**config.mk**
```make
export PLATFORM = sky130hd
export DESIGN_NAME = fetch_stage
export DESIGN_NICKNAME = d
export VERILOG_FILES = /design/src/rtl/fetch_stage.sv
export SDC_FILE = /design/constraint.sdc
export NUM_CORES = 1
export LEC_CHECK = 0
export ABC_AREA = 1
export BUFFER_PORTS_ARGS = -buffer_cell sky130_fd_sc_hd__buf_2
export CAP_MARGIN = 20
export CORE_MARGIN = 5
export CORE_UTILIZATION = 44
export CTS_BUF_LIST = sky130_fd_sc_hd__clkbuf_4 sky130_fd_sc_hd__clkbuf_8
export CTS_CLUSTER_SIZE = 12
export DETAILED_ROUTE_END_ITERATION = 10
export GPL_ROUTABILITY_DRIVEN = 0
export PLACE_DENSITY = 0.66
export SETUP_SLACK_MARGIN = 0.3
export SLEW_MARGIN = 15
export SYNTH_ARGS = -nofsm -noshare
export SYNTH_HDL_FRONTEND = slang
export SYNTH_SLANG_ARGS = --single-unit
```
**constraint.sdc**
```tcl
create_clock -name clk -period 2.2 [get_ports clk]
set_input_delay 0.11 -clock clk [delete_from_list [all_inputs] [get_ports clk]]
set_output_delay 0.11 -clock clk [all_outputs]
set_load 0.01 [all_outputs]
```
**src/rtl/fetch_stage.sv**
```systemverilog
// Instruction fetch stage and IF_ID pipeline register feeding the decoder.
// Optional performance counters are enabled by defining IF_PERF_CNT_EN.
module fetch_stage #(
  parameter int              PC_W     = 32,
  parameter int              INST_W   = 32,
  parameter logic [PC_W-1:0] RESET_PC = '0
) (
  input  logic              clk,
  input  logic              rst,
  output logic              imem_req_valid,
  input  logic              imem_req_ready,
  output logic [PC_W-1:0]   imem_req_addr,
  input  logic              imem_rsp_valid,
  input  logic [INST_W-1:0] imem_rsp_data,
  input  logic              stall,
  input  logic              redirect_valid,
  input  logic [PC_W-1:0]   redirect_pc,
  output logic              ifid_valid,
  output logic [INST_W-1:0] ifid_inst,
  output logic [PC_W-1:0]   ifid_pc
`ifdef IF_PERF_CNT_EN
  ,
  output logic [31:0]       perf_fetch_cnt,
  output logic [31:0]       perf_stall_cnt
`endif
);

  localparam logic [INST_W-1:0] NOP = INST_W'(32'h0000_0013);

  typedef enum logic [2:0] {IDLE, REQ, WAIT, HOLD, DROP} state_t;

  state_t            state;
  state_t            state_next;
  logic [PC_W-1:0]   pc;
  logic [PC_W-1:0]   req_pc;
  logic [PC_W-1:0]   skid_pc;
  logic [INST_W-1:0] skid_inst;
  logic [PC_W-1:0]   redirect_aligned;
  logic              accept;
  logic              load_rsp;
  logic              load_skid;
  logic              fill_skid;

  assign imem_req_addr    = pc;
  assign redirect_aligned = redirect_pc & ~PC_W'(3);
  assign accept           = (state == REQ) && imem_req_ready;
  assign load_rsp         = (state == WAIT) && imem_rsp_valid && !stall && !redirect_valid;
  assign fill_skid        = (state == WAIT) && imem_rsp_valid && stall && !redirect_valid;
  assign load_skid        = (state == HOLD) && !stall && !redirect_valid;

  // A redirect turns any request already accepted for the old pc into one
  // that must be drained in DROP; a response in DROP always ends the drain.
  always_comb begin
    state_next = state;
    case (state)
      IDLE: state_next = REQ;
      REQ: begin
        if (accept) state_next = redirect_valid ? DROP : WAIT;
      end
      WAIT: begin
        if (imem_rsp_valid) begin
          if (redirect_valid)  state_next = REQ;
          else if (stall)      state_next = HOLD;
          else                 state_next = REQ;
        end else if (redirect_valid) begin
          state_next = DROP;
        end
      end
      HOLD: begin
        if (redirect_valid || !stall) state_next = REQ;
      end
      DROP: begin
        if (imem_rsp_valid) state_next = REQ;
      end
      default: state_next = IDLE;
    endcase
  end

  always_ff @(posedge clk) begin
    if (rst) begin
      state          <= IDLE;
      imem_req_valid <= 1'b0;
      pc             <= RESET_PC;
      req_pc         <= '0;
      skid_pc        <= '0;
      skid_inst      <= NOP;
      ifid_valid     <= 1'b0;
      ifid_inst      <= NOP;
      ifid_pc        <= '0;
    end else begin
      state          <= state_next;
      imem_req_valid <= (state_next == REQ);

      if (accept) req_pc <= pc;

      if (redirect_valid) pc <= redirect_aligned;
      else if (accept)    pc <= pc + PC_W'(4);

      if (fill_skid) begin
        skid_inst <= imem_rsp_data;
        skid_pc   <= req_pc;
      end

      // Redirect squashes IF_ID even under stall; otherwise stall freezes it
      // and an idle cycle inserts a bubble.
      if (redirect_valid) begin
        ifid_valid <= 1'b0;
        ifid_inst  <= NOP;
      end else if (load_rsp) begin
        ifid_valid <= 1'b1;
        ifid_inst  <= imem_rsp_data;
        ifid_pc    <= req_pc;
      end else if (load_skid) begin
        ifid_valid <= 1'b1;
        ifid_inst  <= skid_inst;
        ifid_pc    <= skid_pc;
      end else if (!stall) begin
        ifid_valid <= 1'b0;
        ifid_inst  <= NOP;
      end
    end
  end

`ifdef IF_PERF_CNT_EN
  always_ff @(posedge clk) begin
    if (rst) begin
      perf_fetch_cnt <= '0;
      perf_stall_cnt <= '0;
    end else begin
      if (load_rsp || load_skid) perf_fetch_cnt <= perf_fetch_cnt + 32'd1;
      if (stall && ifid_valid)   perf_stall_cnt <= perf_stall_cnt + 32'd1;
    end
  end
`endif

endmodule

```
==> impl_metrics.tcl, run 1 <==
set metrics [dict create \
    outcome "completed" \
    crit_fanout 5 \
    timing.rr.end "imem_req_addr[30]$_SDFFE_PP0P_" \
    cts_tree "built" \
    n_fill_cell 1707 \
    synth_async_sr_flop_share 0 \
    viasPerCell 4.97 \
    max_freq_ghz 0.584 \
    cts.clk_slew.worst_paths_ps 100 \
    timing_worst_setup_path_type "reg -> reg" \
    p_leak_nw 4.20 \
    ys_seq_elements 189 \
    netlist_area_um2 8110 \
    finalClockSkew_ps 12.8 \
    worstMarginPinSlew_ps 686 \
    drtAntennaViolNets 0 \
    hold_end "imem_req_addr[26]$_SDFFE_PP0P_" \
    setup_viol 0 \
    cpPeakStageDelay_ps 410 \
    crit_family "simple AND/OR/NAND/NOR gates" \
    io_pins 168 \
    synth_cells 1114 \
    layout_min_cycle_time_ps 1710 \
    arrival_ps 2040 \
    hpwl_mm 14.3 \
    cts-buffers-inserted 17 \
    avgRoutedWirePerCell_um 14.1 \
    cts_root_buffer "clkbuf_8" \
    grt_pass1_vias 7159 \
    whs_path_depth 5 \
    cts_max_level 4 \
    critPathSlowestCell "dfxtp_1" \
    utilization 0.553 \
    min_path_type "in -> reg" \
    drt_iter0_drc 503 \
    clkSinkCount 189 \
    dp_slack_ps 459 \
    crit_top_cell "nand3_1" \
    end_kind "flop" \
    final_max_slew_viol_count 0 \
    yosys_warnings 0 \
    antenna_found_initial 0 \
    cp_cell_sequence "ha_1 > nand2_1 > nor2_2 > nand2_2 > nor2_1 > nand3_1 > nand3_1 > a21oi_1" \
    first_pass_iters 4 \
    coreArea_um2 18100 \
    drcViolationCount 0 \
    layout-drive-gt1-share 0.178 \
    avgSynthCellArea_um2 7.28 \
    ir_worst_vdd_mv 0.377 \
    nets 1371 \
    setup_ws_ps 487 \
    hp-start "redirect_pc[26]" \
    rsz0062_at_grt "false" \
    reg2reg_slack_ps 490 \
    dr_total_vias 7661 \
    slew_headroom 0.543 \
    rr_worst_depth 8 \
    fin_setup_tns_ps 0 \
    areaGrowthSynthToFinish_pct 23.3 \
    die-area_um2 21300 \
    track_usage 0.202 \
    portBuffers 161 \
    cp.required_ps 2520 \
    seq_area_frac_synth 0.466 \
    cap_violations 0 \
    drt_wl_total_mm 21.7 \
    grt_overflow 0 \
    die_w_um 146 \
    grt_pass1_wl_mm 36.1 \
    clkLatencyLatePin_ps 460 \
    grt_start_max_net_pins 96 \
    powerDensity_nw_per_um2 658 \
    startpoint_type "flop" \
    cts_max_path_buffers 2 \
    period_share 0.779 \
    num_antenna_cells 0 \
    hold_violations 0 \
    total_power_mw 6.58 \
    fp.dieH_um 146 \
    synth_edf_count 0 \
    ys_types 34 \
    cp.buffers_inverters 0 \
    std_cell_rows 49 \
    r2r_start "imem_req_addr[2]$_SDFFE_PP0P_" \
    initial_utilization 0.448 \
    synthFlopType "dfxtp_1" \
]
-- area by class of cell --
type / count / area, um^2 / share of cell area
clock buffer: 23 / 298 / 0.0298
inverter: 160 / 602 / 0.0602
multi-input combinational: 697 / 3400 / 0.339
sequential: 189 / 3780 / 0.378
tap: 229 / 287 / 0.0286
clock inverter: 9 / 109 / 0.0109
timing repair buffer: 235 / 1530 / 0.153
-- cell families after synthesis --
kind of cell,synth area share
flops,0.466
buf+inv,0.118
xor+xnor,0.00864
fa+ha+maj,0.00154
other cells,0.000462
simple gates,0.164
compound gates,0.241
-- sequential cells by signal (all words and copies together) (netlist names) --
| register | flops |
|---|---|
| ifid_valid | 1 |
| skid_inst | 32 |
| state | 3 |
| imem_req_valid | 1 |
| ifid_pc | 30 |
| ifid_inst | 32 |
| skid_pc | 30 |
| req_pc | 30 |
| imem_req_addr | 30 |
-- how the worst max path moves through the flow --
| stage | from | end | slack (ps) | cells after the start |
|---|---|---|---|---|
| after detailed placement | state[1]$_SDFF_PP0_ | imem_req_addr[12]$_SDFFE_PP0P_ | 460 | 7 |
| final | imem_req_addr[2]$_SDFFE_PP0P_ | imem_req_addr[30]$_SDFFE_PP0P_ | 490 | 8 |
| after floorplan | imem_req_addr[3]$_SDFFE_PP0P_ | imem_req_addr[30]$_SDFFE_PP0P_ | 750 | 8 |
| after global placement | state[1]$_SDFF_PP0_ | imem_req_addr[12]$_SDFFE_PP0P_ | 520 | 7 |
| after global routing | imem_req_addr[2]$_SDFFE_PP0P_ | imem_req_addr[14]$_SDFFE_PP0P_ | 310 | 8 |
| after CTS | state[1]$_SDFF_PP0_ | imem_req_addr[12]$_SDFFE_PP0P_ | 440 | 7 |
-- stage by stage --
step                      hold WS (ps)  cells  instance area [um^2]
after floorplan                    223   1117                  8120
final                             25.2   1542                 10000
after global routing              31.1   1542                 10000
after global placement             343   1449                  8990
after detailed placement           345   1449                  8990
after CTS                         2.70   1538                  9960
-- report_power, final --
group	internal (mW)	total, mW	switching (mW)
clock	1.14	2.34	1.20
sequential	3.52	3.61	0.0922
combinational	0.266	0.630	0.364
total	4.93	6.58	1.65
-- tightest hold or removal path, delay by kind of cell --
| family | cells | cell delay, ps |
|---|---|---|
| buffers and inverters | 2 | 160 |
| AO/OA/AOI/OAI | 2 | 120 |
| AND/OR/NAND/NOR | 1 | 60 |
-- cell usage after synthesis, drive strengths merged (3+ instances only) --
cell type    n  area [um^2]
nand3       33          165
xnor2        4         35.0
dfxtp      189         3780
nor2        91          393
a22oi       16          120
a31oi       12         75.1
o221ai       3         26.3
buf         27          180
xor2         4         35.0
o211ai       9         67.6
a21oi      158          791
clkbuf      44          175
o22ai       31          194
nand2      191          739
o21ai      134          671
inv        159          597
-- layout by cell type, fill, tap and decap left out, types with 12 or more instances in the layout --
cell | synthesis | routed
dfxtp_1 | 189 | 189
nand2_1 | 186 | 185
buf_2 | 15 | 161
a21oi_1 | 158 | 158
inv_1 | 155 | 154
o21ai_0 | 130 | 130
nor2_1 | 80 | 79
dlygate4sd3_1 | 0 | 57
nand3_1 | 33 | 33
o22ai_1 | 31 | 31
clkbuf_8 | 1 | 20
a22oi_1 | 16 | 16
buf_4 | 8 | 15
a31oi_1 | 12 | 12
-- layer usage --
layer,vias up,routed length [um],track usage,part of all wire
li1,4000,-,-,-
met1,3404,10600,0.286,0.49
met2,235,9460,0.309,0.43
met3,22,1400,0.0523,0.064
met4,0,257,0.0499,0.012
met5,-,0,0,0
-- repair_timing --
item / in CTS / in global routing
hold buffers: 57 / 0
resized for setup: 0 / 1
hold endpoints to repair: 81 / 0
buffers inserted: 0 / 4
endpoints found under the setup margin: 0 / 2
No activity file was read; power rests on OpenSTA's default activity.
==> inputs of run 2 (changes only) <==
clock period = 1.73 ns   (was 2.2 ns; I/O delays follow)
==> run 2 against run 1 <==
Combinational power rose by 54%. Via count rose by 5.7%. Cell area rose by 13%. Cell count rose by 3.1%. Sequential cell count did not move. Wire length rose by 11%. Largest power group unchanged.
==> impl_metrics.tcl, run 2 (synthesis results as in run 1) <==
set metrics [dict create \
    outcome "completed" \
    end_kind "flop" \
    cts-buffers-inserted 17 \
    timing.rr.end "skid_pc[7]$_SDFFE_PP0P_" \
    period_share 0.850 \
    areaGrowthSynthToFinish_pct 39.2 \
    fin_setup_tns_ps 0 \
    n_fill_cell 1573 \
    worstMarginPinSlew_ps 587 \
    die-area_um2 21300 \
    clkLatencyLatePin_ps 460 \
    hold_violations 0 \
    io_pins 168 \
    arrival_ps 1820 \
    crit_fanout 31 \
    layout_common_cells "nand2_1, dfxtp_1, buf_2" \
    final_common_cell "nand2_1" \
    dp_slack_ps 160 \
    min_path_type "in -> reg" \
    portBuffers 161 \
    regArea_um2 3850 \
    track_usage 0.205 \
    layout_min_cycle_time_ps 1470 \
    hp-start "stall" \
    ir_worst_vdd_mv 0.490 \
    viasPerCell 5.09 \
    cts_max_path_buffers 2 \
    hold_slack_ps 134 \
    cap_violations 0 \
    layout-drive-gt1-share 0.291 \
    fp.dieH_um 146 \
    final_max_slew_viol_count 0 \
    grt_pass1_wl_mm 36.7 \
    setup_ws_ps 259 \
    cts_max_level 4 \
    avgRoutedWirePerCell_um 15.1 \
    dr_total_vias 8098 \
    reg2reg_slack_ps 260 \
    drcViolationCount 0 \
    timing_worst_setup_path_type "reg -> reg" \
    whs_path_depth 4 \
    initial_utilization 0.448 \
    r2r_start "state[0]$_SDFF_PP0_" \
    grt_pass1_vias 7395 \
    hpwl_mm 14.7 \
    max_freq_ghz 0.680 \
    rsz0062_at_grt "true" \
    grt_overflow 0 \
    cts_root_buffer "clkbuf_8" \
    num_antenna_cells 0 \
    critPathLaunch "state[0]$_SDFF_PP0_" \
    coreArea_um2 18100 \
    multiInputGateArea_um2 3870 \
    slew_headroom 0.608 \
    biggestRegsByFlops "ifid_inst x32, skid_inst x32" \
    rr_worst_depth 6 \
    cts.clk_slew.worst_paths_ps 100 \
    drt_iter0_drc 372 \
    p_leak_nw 4.75 \
    grt_start_max_net_pins 62 \
    drtAntennaViolNets 0 \
    die_w_um 146 \
    cts_tree "built" \
    startpoint_type "flop" \
    first_pass_iters 5 \
    hold_end "ifid_inst[1]$_SDFFE_PP1P_" \
    total_power_mw 8.88 \
    std_cell_rows 49 \
    drt_wl_total_mm 24.1 \
    powerDensity_nw_per_um2 786 \
    nets 1419 \
    clkSinkCount 189 \
    cp.required_ps 2080 \
    setup_viol 0 \
    antenna_found_initial 0 \
    finalClockSkew_ps 14.5 \
]
-- run 2: routing by layer --
metal	track usage	vias up	share of wire
li1	-	4106	-
met3	0.0420	28	0.058
met2	0.326	244	0.46
met4	0.0537	0	0.014
met1	0.286	3720	0.46
met5	0	-	0
-- run 2: through the flow --
| stage | area (um^2) | util | std cells |
|---|---|---|---|
| after global placement | 9200 | 0.508 | 1463 |
| after floorplan | 8130 | - | 1117 |
| after CTS | 10500 | 0.579 | 1569 |
| after detailed placement | 9200 | 0.508 | 1463 |
| after global routing | 11300 | 0.624 | 1590 |
| final | 11300 | 0.624 | 1590 |
-- run 2: power breakdown --
| part | internal, mW | leakage [nW] | switching, mW | total, mW |
|---|---|---|---|---|
| Sequential | 4.48 | 1.55 | 0.117 | 4.59 |
| Combinational | 0.441 | 2.98 | 0.532 | 0.973 |
| Clock | 1.67 | 0.221 | 1.64 | 3.31 |
| Total | 6.59 | 4.75 | 2.29 | 8.88 |
-- run 2: final cells by class --
class / count / share of cell area
clock inverters: 13 / 0.0177
inverters: 160 / 0.0554
clock buffers: 19 / 0.0226
multi-input cells: 697 / 0.343
well taps: 229 / 0.0254
flip-flops and latches: 189 / 0.341
repair buffers: 283 / 0.195
-- run 2: critical path, stage by stage (launching register included) --
cell and delay, ps:
dfxtp_4 370, nand3b_1 200, nor2_4 180, nand2_4 170, buf_12 210, o21ai_1 170
a21oi_1 70
-- run 2: repair_timing --
action                                 in CTS  in global routing
gates resized for setup                    36                152
setup buffers                              10                 11
setup endpoints to repair                  99                159
gates cloned                                0                 10
hold buffers                               64                  0
pin swaps                                   6                 39
endpoints found under the hold margin     107                  0
-- run 2: how the worst max path moves through the flow --
stage                                                end  cells after the start
after floorplan           imem_req_addr[30]$_SDFFE_PP0P_                      8
after global placement    imem_req_addr[30]$_SDFFE_PP0P_                      9
after detailed placement  imem_req_addr[30]$_SDFFE_PP0P_                      8
after CTS                        skid_pc[8]$_SDFFE_PP0P_                      6
after global routing            skid_pc[21]$_SDFFE_PP0P_                      6
final                            skid_pc[7]$_SDFFE_PP0P_                      6
